<file path="src/rtl/axi_simple_tx.sv">
// axi_simple_tx: AXI-Stream word to MSB-first serial transmitter with generated sclk and inter-word gaps
module axi_simple_tx #(
    parameter int DATA_WIDTH     = 32,
    parameter int CLK_DIV        = 2,
    parameter int GAP_BITS       = 2,
    parameter int FRAME_GAP_BITS = 8
) (
    input  logic                  aclk,
    input  logic                  areset,
    input  logic                  enable,
    input  logic [DATA_WIDTH-1:0] s_axis_tdata,
    input  logic                  s_axis_tvalid,
    input  logic                  s_axis_tlast,
    output logic                  s_axis_tready,
    output logic                  sclk,
    output logic                  sdata,
    output logic                  svalid,
    output logic                  busy,
    output logic [15:0]           words_sent
);
    localparam int DW = CLK_DIV > 1 ? $clog2(CLK_DIV) : 1;
    localparam int BW = $clog2(DATA_WIDTH);
    localparam int GW = $clog2(FRAME_GAP_BITS + 1);

    typedef enum logic [1:0] {IDLE, SHIFT, GAP} state_t;

    state_t                state_q;
    logic [DW-1:0]         div_q, div_d;
    logic                  sclk_q, sclk_d;
    logic                  sdata_q, svalid_q, tready_q;
    logic                  hold_full_q, hold_full_d, hold_last_q, last_q;
    logic [DATA_WIDTH-1:0] hold_data_q, shift_q;
    logic [BW-1:0]         bit_cnt_q;
    logic [GW-1:0]         gap_cnt_q;
    logic [15:0]           words_q;
    logic                  running, wrap, fall_tick, load, handshake;

    // Divider next state, fall_tick strobe and holding-register occupancy
    always_comb begin
        running     = enable || state_q != IDLE;
        wrap        = running && div_q == DW'(CLK_DIV - 1);
        fall_tick   = wrap && sclk_q;
        div_d       = (!running || wrap) ? '0 : div_q + 1'b1;
        sclk_d      = running && (wrap ? ~sclk_q : sclk_q);
        load        = fall_tick && enable && hold_full_q &&
                      (state_q == IDLE || (state_q == GAP && gap_cnt_q == '0));
        handshake   = s_axis_tvalid && tready_q;
        hold_full_d = handshake || (hold_full_q && !load);
    end

    // Transmit FSM: serial outputs and shifter only move on the sclk falling edge
    always_ff @(posedge aclk) begin
        if (areset) begin
            state_q     <= IDLE;
            div_q       <= '0;
            sclk_q      <= 1'b0;
            sdata_q     <= 1'b0;
            svalid_q    <= 1'b0;
            tready_q    <= 1'b0;
            hold_full_q <= 1'b0;
            hold_last_q <= 1'b0;
            hold_data_q <= '0;
            shift_q     <= '0;
            bit_cnt_q   <= '0;
            gap_cnt_q   <= '0;
            last_q      <= 1'b0;
            words_q     <= '0;
        end else begin
            div_q       <= div_d;
            sclk_q      <= sclk_d;
            hold_full_q <= hold_full_d;
            tready_q    <= ~hold_full_d;
            if (handshake) begin
                hold_data_q <= s_axis_tdata;
                hold_last_q <= s_axis_tlast;
            end
            if (load) begin
                shift_q   <= hold_data_q;
                sdata_q   <= hold_data_q[DATA_WIDTH-1];
                svalid_q  <= 1'b1;
                bit_cnt_q <= BW'(DATA_WIDTH - 1);
                last_q    <= hold_last_q;
                state_q   <= SHIFT;
            end else if (fall_tick && state_q == SHIFT) begin
                if (bit_cnt_q == '0) begin
                    svalid_q  <= 1'b0;
                    sdata_q   <= 1'b0;
                    words_q   <= words_q + 1'b1;
                    gap_cnt_q <= last_q ? GW'(FRAME_GAP_BITS - 1) : GW'(GAP_BITS - 1);
                    state_q   <= GAP;
                end else begin
                    shift_q   <= shift_q << 1;
                    sdata_q   <= shift_q[DATA_WIDTH-2];
                    bit_cnt_q <= bit_cnt_q - 1'b1;
                end
            end else if (fall_tick && state_q == GAP) begin
                if (gap_cnt_q == '0) state_q <= IDLE;
                else gap_cnt_q <= gap_cnt_q - 1'b1;
            end
        end
    end

    assign s_axis_tready = tready_q;
    assign sclk          = sclk_q;
    assign sdata         = sdata_q;
    assign svalid        = svalid_q;
    assign busy          = state_q != IDLE || hold_full_q;
    assign words_sent    = words_q;
endmodule
</file>
<file path="config.mk">
export PLATFORM = sky130hd
export DESIGN_NAME = axi_simple_tx
export DESIGN_NICKNAME = d
export VERILOG_FILES = /design/src/rtl/axi_simple_tx.sv
export SDC_FILE = /design/constraint.sdc
export NUM_CORES = 1
export LEC_CHECK = 0
export CORE_ASPECT_RATIO = 1.2
export CORE_MARGIN = 2
export CORE_UTILIZATION = 45
export CTS_CLUSTER_DIAMETER = 120
export CTS_CLUSTER_SIZE = 8
export DETAILED_ROUTE_END_ITERATION = 10
export PLACE_DENSITY = 0.73
export SKIP_CTS_REPAIR_TIMING = 1
export SYNTH_ARGS = -nofsm -noshare
export SYNTH_HDL_FRONTEND = slang
export SYNTH_SLANG_ARGS = --single-unit
</file>
<file path="constraint.sdc">
create_clock -name aclk -period 4.4 [get_ports aclk]
set_clock_uncertainty 0.15 [all_clocks]
set_input_delay 1.32 -clock aclk [delete_from_list [all_inputs] [get_ports aclk]]
set_output_delay 1.32 -clock aclk [all_outputs]
set_load 0.01 [all_outputs]
</file>
# Yosys cells after proc, flatten, opt, wreduce, memory -nomap -nowiden
# Cells that the tools add are included.
# classes
bitwise	3
add_sub_neg	4
n_reduce_logical	36
muxes	23
n_eq_ne	6
# ops
cell	n
31-bit two-way mux	3
16-bit by 1-bit adder with 16-bit output (second input constant)	1
4-bit two-way mux	4
5-bit two-way mux	3
1-bit logical AND	11
2-bit nonzero test	5
3-bit AND reduction	3
1-bit two-way mux	8
2-bit two-way mux	4
3-bit nonzero test	2
5-bit zero test	1
1-bit logical OR	5
5-bit by 1-bit subtractor with 5-bit output (second input constant)	1
4-bit zero test	1
2-bit by 1-bit != test with 1-bit output (second input constant)	2
2-bit AND reduction	2
4-bit AND reduction	1
2-bit OR reduction	2
4-bit by 1-bit subtractor with 4-bit output (second input constant)	1
3-bit two-way mux	1
3-bit by 2-bit != test with 1-bit output (second input constant)	1
1-bit NOT	3
2-bit by 1-bit equality test with 1-bit output (second input constant)	1
2-bit equality test (second input constant)	1
other kinds (4)	5
# totals
output_inout_bits	21
ff_bits	98
input_bits	37

# Depth between registers and ports, before layout
# logic_depth
word_depth	11
mapped_depth	9
ltp_nobuf	7

# Worst setup path after synthesis
# No wires, ideal clock.
# synth_path
path_type	input to register
from	in enable
to	reg shift_q[14]
required_ns	4.169
setup_time_ns	0.081
slack_ns	1.452
cell_stages	8
t_arrival_ns	2.717
path_cell_list	nor3_1 > nor2b_1 > ha_1 > nand2b_1 > a211o_1 > clkbuf_1 > nor2_1 > a211oi_2
# synth_between
elab_chain_cells	8
word_cells_on_any_way	11
cone_classes	1 x eq/ne; 1 x mux; 9 x reduce/logical
# synth_lines
element	line_no	source
from (decl)	10	input logic enable,
1-bit logical OR	40	running = enable || state_q != IDLE;
1-bit logical AND	41	wrap = running && div_q == DW'(CLK_DIV - 1);
1-bit logical AND	42	fall_tick = wrap && sclk_q;
1-bit logical AND (3 in series)	45	load = fall_tick && enable && hold_full_q &&
2-bit != test (no source line) / 2-bit nonzero test (equally long branches)	n/a	
2-bit AND reduction (no source line)	n/a	
to (signal assigned)	78	shift_q <= hold_data_q;
to (signal assigned)	92	shift_q <= shift_q << 1;
to (decl)	32	logic [DATA_WIDTH-1:0] hold_data_q, shift_q;
# Parallel ways exist; a longest one is shown, timed or not.
# A chain may end at the register's enable or synchronous reset.

# Final worst setup path
# layout_path
from	in enable
to	reg words_q[15] (netlist: words_sent[15])
# layout_between
elab_chain_cells	8
word_cells_on_any_way	9
cone_classes	1 x bitwise; 8 x reduce/logical
# layout_lines
element	line_no	source
1-bit logical OR	40	
1-bit logical AND	41	
1-bit logical AND	42	
1-bit logical AND (3 in series)	45	
1-bit NOT (no source line)	n/a	
3-bit AND reduction (no source line) *	n/a	
to (signal assigned)	88	words_q <= words_q + 1'b1;
to (decl)	35	logic [15:0] words_q;
# Every way passes the cells marked *; elsewhere a longest branch is shown, timed or not.

==> metrics.csv <==
metric,value,unit
Leak,1.749,nW
GPL Wtd Cong,0.7554,
required time of the critical path,4.54,ns
Synth Area per Inst,8.435,µm²
switching power,0.3519,mW
CP Launch Type,input pin,
clock root buffer,clkbuf_8,
Slew Limit Fails,0,
DIE AREA,10150,µm²
clk sinks,98,
Post-Syn Instances,499,
Synthesized Nets,542,
post-route ant nets,0,
WL/cell,12.68,µm
fin crit share,80.12,%
sw frac,23.42,%
critical path class,in -> reg,
HP Class,reg -> reg,
first-pass GRT wire length,14.58,mm
Detail Placement HPWL,5.488,mm
dpl cells,648,
via count,3514,
Clk pwr share,33.5,%
power per cell area,301.2,nW/µm²
worst slack at placement,0.5376,ns
maximum VDD drop,0.1553,mV
final non-filler cell total,664,
Slew HR,31.09,%
fin crit period,3.525,ns
TritonCTS buffer count,9,
Die Height,109.9,µm
DRC viols,0,
1st-pass router iterations,4,
Final setup viols,0,
post-synth top area share,46.61,%
core area,9081,µm²
gr usage total,17.55,%
max_cap viols,0,
GRT overflow,0,
Area contributors post-synth,"dfxtp_1, a21oi_1, nand2_1",
worst reg-to-reg setup slack,1.62,ns
Worst-path clk slew,0.09,ns
Post-synth EDFFs,0,
WP data arrival,3.67,ns
final wirelength,8.422,mm
Initial Util,46.35,%
IO Pins,58,
Post-synth ARST share,0,%
"Non-Filler Cell Area, Final",4989,µm²
initial DRC count,188,
setup TNS,0,ns
DIE WIDTH,92.29,µm
Unique masters post-synth,50,
final-report hold violation count,0,
via/cell ratio,5.292,
Post-synth top cells,"nand2_1, dfxtp_1, a21oi_1, nor2_1, a211oi_2",
sequential-to-total area share from yosys stat,46.61,%
PortBufs,57,
Reg power frac,60.7,%
YS warnings,0,
post-synthesis cell area,4209,µm²
crit path capture type,flip-flop,
Int Power,1.151,mW
ys flop type,dfxtp_1,
status,finished clean,
row count,38,
combinational fraction of design power,5.8,%
post-placement cell area,4826,µm²
"flops & latches, synth",98,
cell taking the most area after synthesis,dfxtp_1,
Final Net Count,582,
Final WS setup,0.8748,ns
Syn-to-layout area delta,18.52,%
Worst Tran Pin Value,1.031,ns
most common cell in the netlist,nand2_1,
n_diodes,0,
Fillers,821,
CTS tree,built,
Worst-Skew Late Latency,0.36,ns
vias in the first global route,3414,
"Max FO, Critical Path",11,
unrepaired setup endpoints after global routing,no,
H-tree depth,3,
largest net degree at the start of global routing,64,
Max Fclk,0.2837,GHz
maximum root-to-sink buffer count,2,
layout cells sized above 1,9.926,%
initial antenna violation count,0,
-- power groups by stage --
| stage | clock network [mW] | logic (mW) | registers (mW) |
|---|---|---|---|
| 3_5_place_dp | 0 | 0.0887 | 0.932 |
| 3_3_place_gp | 0 | 0.0877 | 0.932 |
| 6_report | 0.503 | 0.0878 | 0.911 |
| 5_1_grt | 0.551 | 0.0983 | 0.914 |
| 4_1_cts | 0.519 | 0.0892 | 0.911 |
| 2_1_floorplan | 0 | 0.0449 | 0.931 |
-- cell type report --
type,count,area (µm²),share of cell area [%]
clock buffers,11,131.4,2.634
clock inverters,5,31.28,0.6270
inverters,7,26.28,0.5267
multi-input cells,359,2054,41.18
flip-flops and latches,98,1962,39.33
well taps,120,150.1,3.010
repair buffers,64,633.1,12.69
-- metal layers --
metal  track usage [%]  wire length [µm]  up-vias
li1                  -                 -     1798
met1             21.17              3998     1634
met2             30.25              3940       68
met3             3.701               317       14
met4             7.889               165        0
met5                 0                 0        -
-- cell usage in the layout (no fill, tap or decap), types with 2 or more instances in the layout --
cell | Yosys | layout
buf_4 | 1 | 7
nand4_1 | 5 | 5
nand2b_1 | 3 | 3
clkdlybuf4s50_1 | 0 | 56
xor2_1 | 7 | 7
nor2_1 | 40 | 39
nand2_1 | 110 | 110
a211oi_1 | 7 | 7
dfxtp_1 | 98 | 98
o21ai_0 | 2 | 2
and2_1 | 4 | 4
inv_1 | 7 | 7
o21ai_1 | 9 | 9
or3_1 | 8 | 8
nor2_2 | 1 | 2
nand3_1 | 11 | 11
a21oi_1 | 84 | 84
clkinv_2 | 0 | 3
nor3_1 | 4 | 4
clkbuf_8 | 0 | 9
and4_1 | 3 | 3
a211oi_2 | 24 | 24
clkbuf_1 | 19 | 2
a22oi_1 | 2 | 2
ha_1 | 6 | 6
xnor2_1 | 4 | 4
and3_1 | 2 | 2
-- stage by stage --
| stage | hold WS [ns] | utilization (%) | power (mW) |
|---|---|---|---|
| floorplan | 0.2428 | - | 0.9755 |
| global placement | 0.2567 | 53.14 | 1.020 |
| detailed placement | 0.2569 | 53.14 | 1.021 |
| CTS | 0.2696 | 54.93 | 1.520 |
| global route | 0.2962 | 54.93 | 1.563 |
| finish | 0.2657 | 54.93 | 1.503 |
-- critical path, stage by stage --
cell and delay [ns]:
clkdlybuf4s50_1 0.50, nor3_1 0.08, nor2b_1 0.13, ha_1 0.31
and3b_1 0.31, nand4_2 0.29, or4_1 0.59, a21oi_1 0.14
-- final timing paths --
path	start	depth (start not counted)	end
setup reg to reg	bit_cnt_q[0]	6	words_sent[15]
hold / removal	div_q	1	div_q
setup / recovery	enable	8	words_sent[15]
hold reg to reg	div_q	1	div_q
-- kinds of logic (layout without fill, tap and decap cells) --
group | count (synthesis) | count (layout) | share of synthesized area (%)
simple gates | 205 | 205 | 22.62
compound gates | 137 | 137 | 22.06
flops | 98 | 98 | 46.61
buf+inv | 42 | 87 | 4.637
xor+xnor | 11 | 11 | 2.289
fa+ha+maj | 6 | 6 | 1.784
-- state kept, by name, indices dropped and copies added, names as in the netlist --
name           cells
sdata              1
sclk               1
hold_data_q       32
s_axis_tready      1
shift_q           31
gap_cnt_q          4
svalid             1
bit_cnt_q          5
hold_full_q        1
hold_last_q        1
state_q            2
words_sent        16
last_q             1
div_q              1
Power figures use the tool's default switching activity.
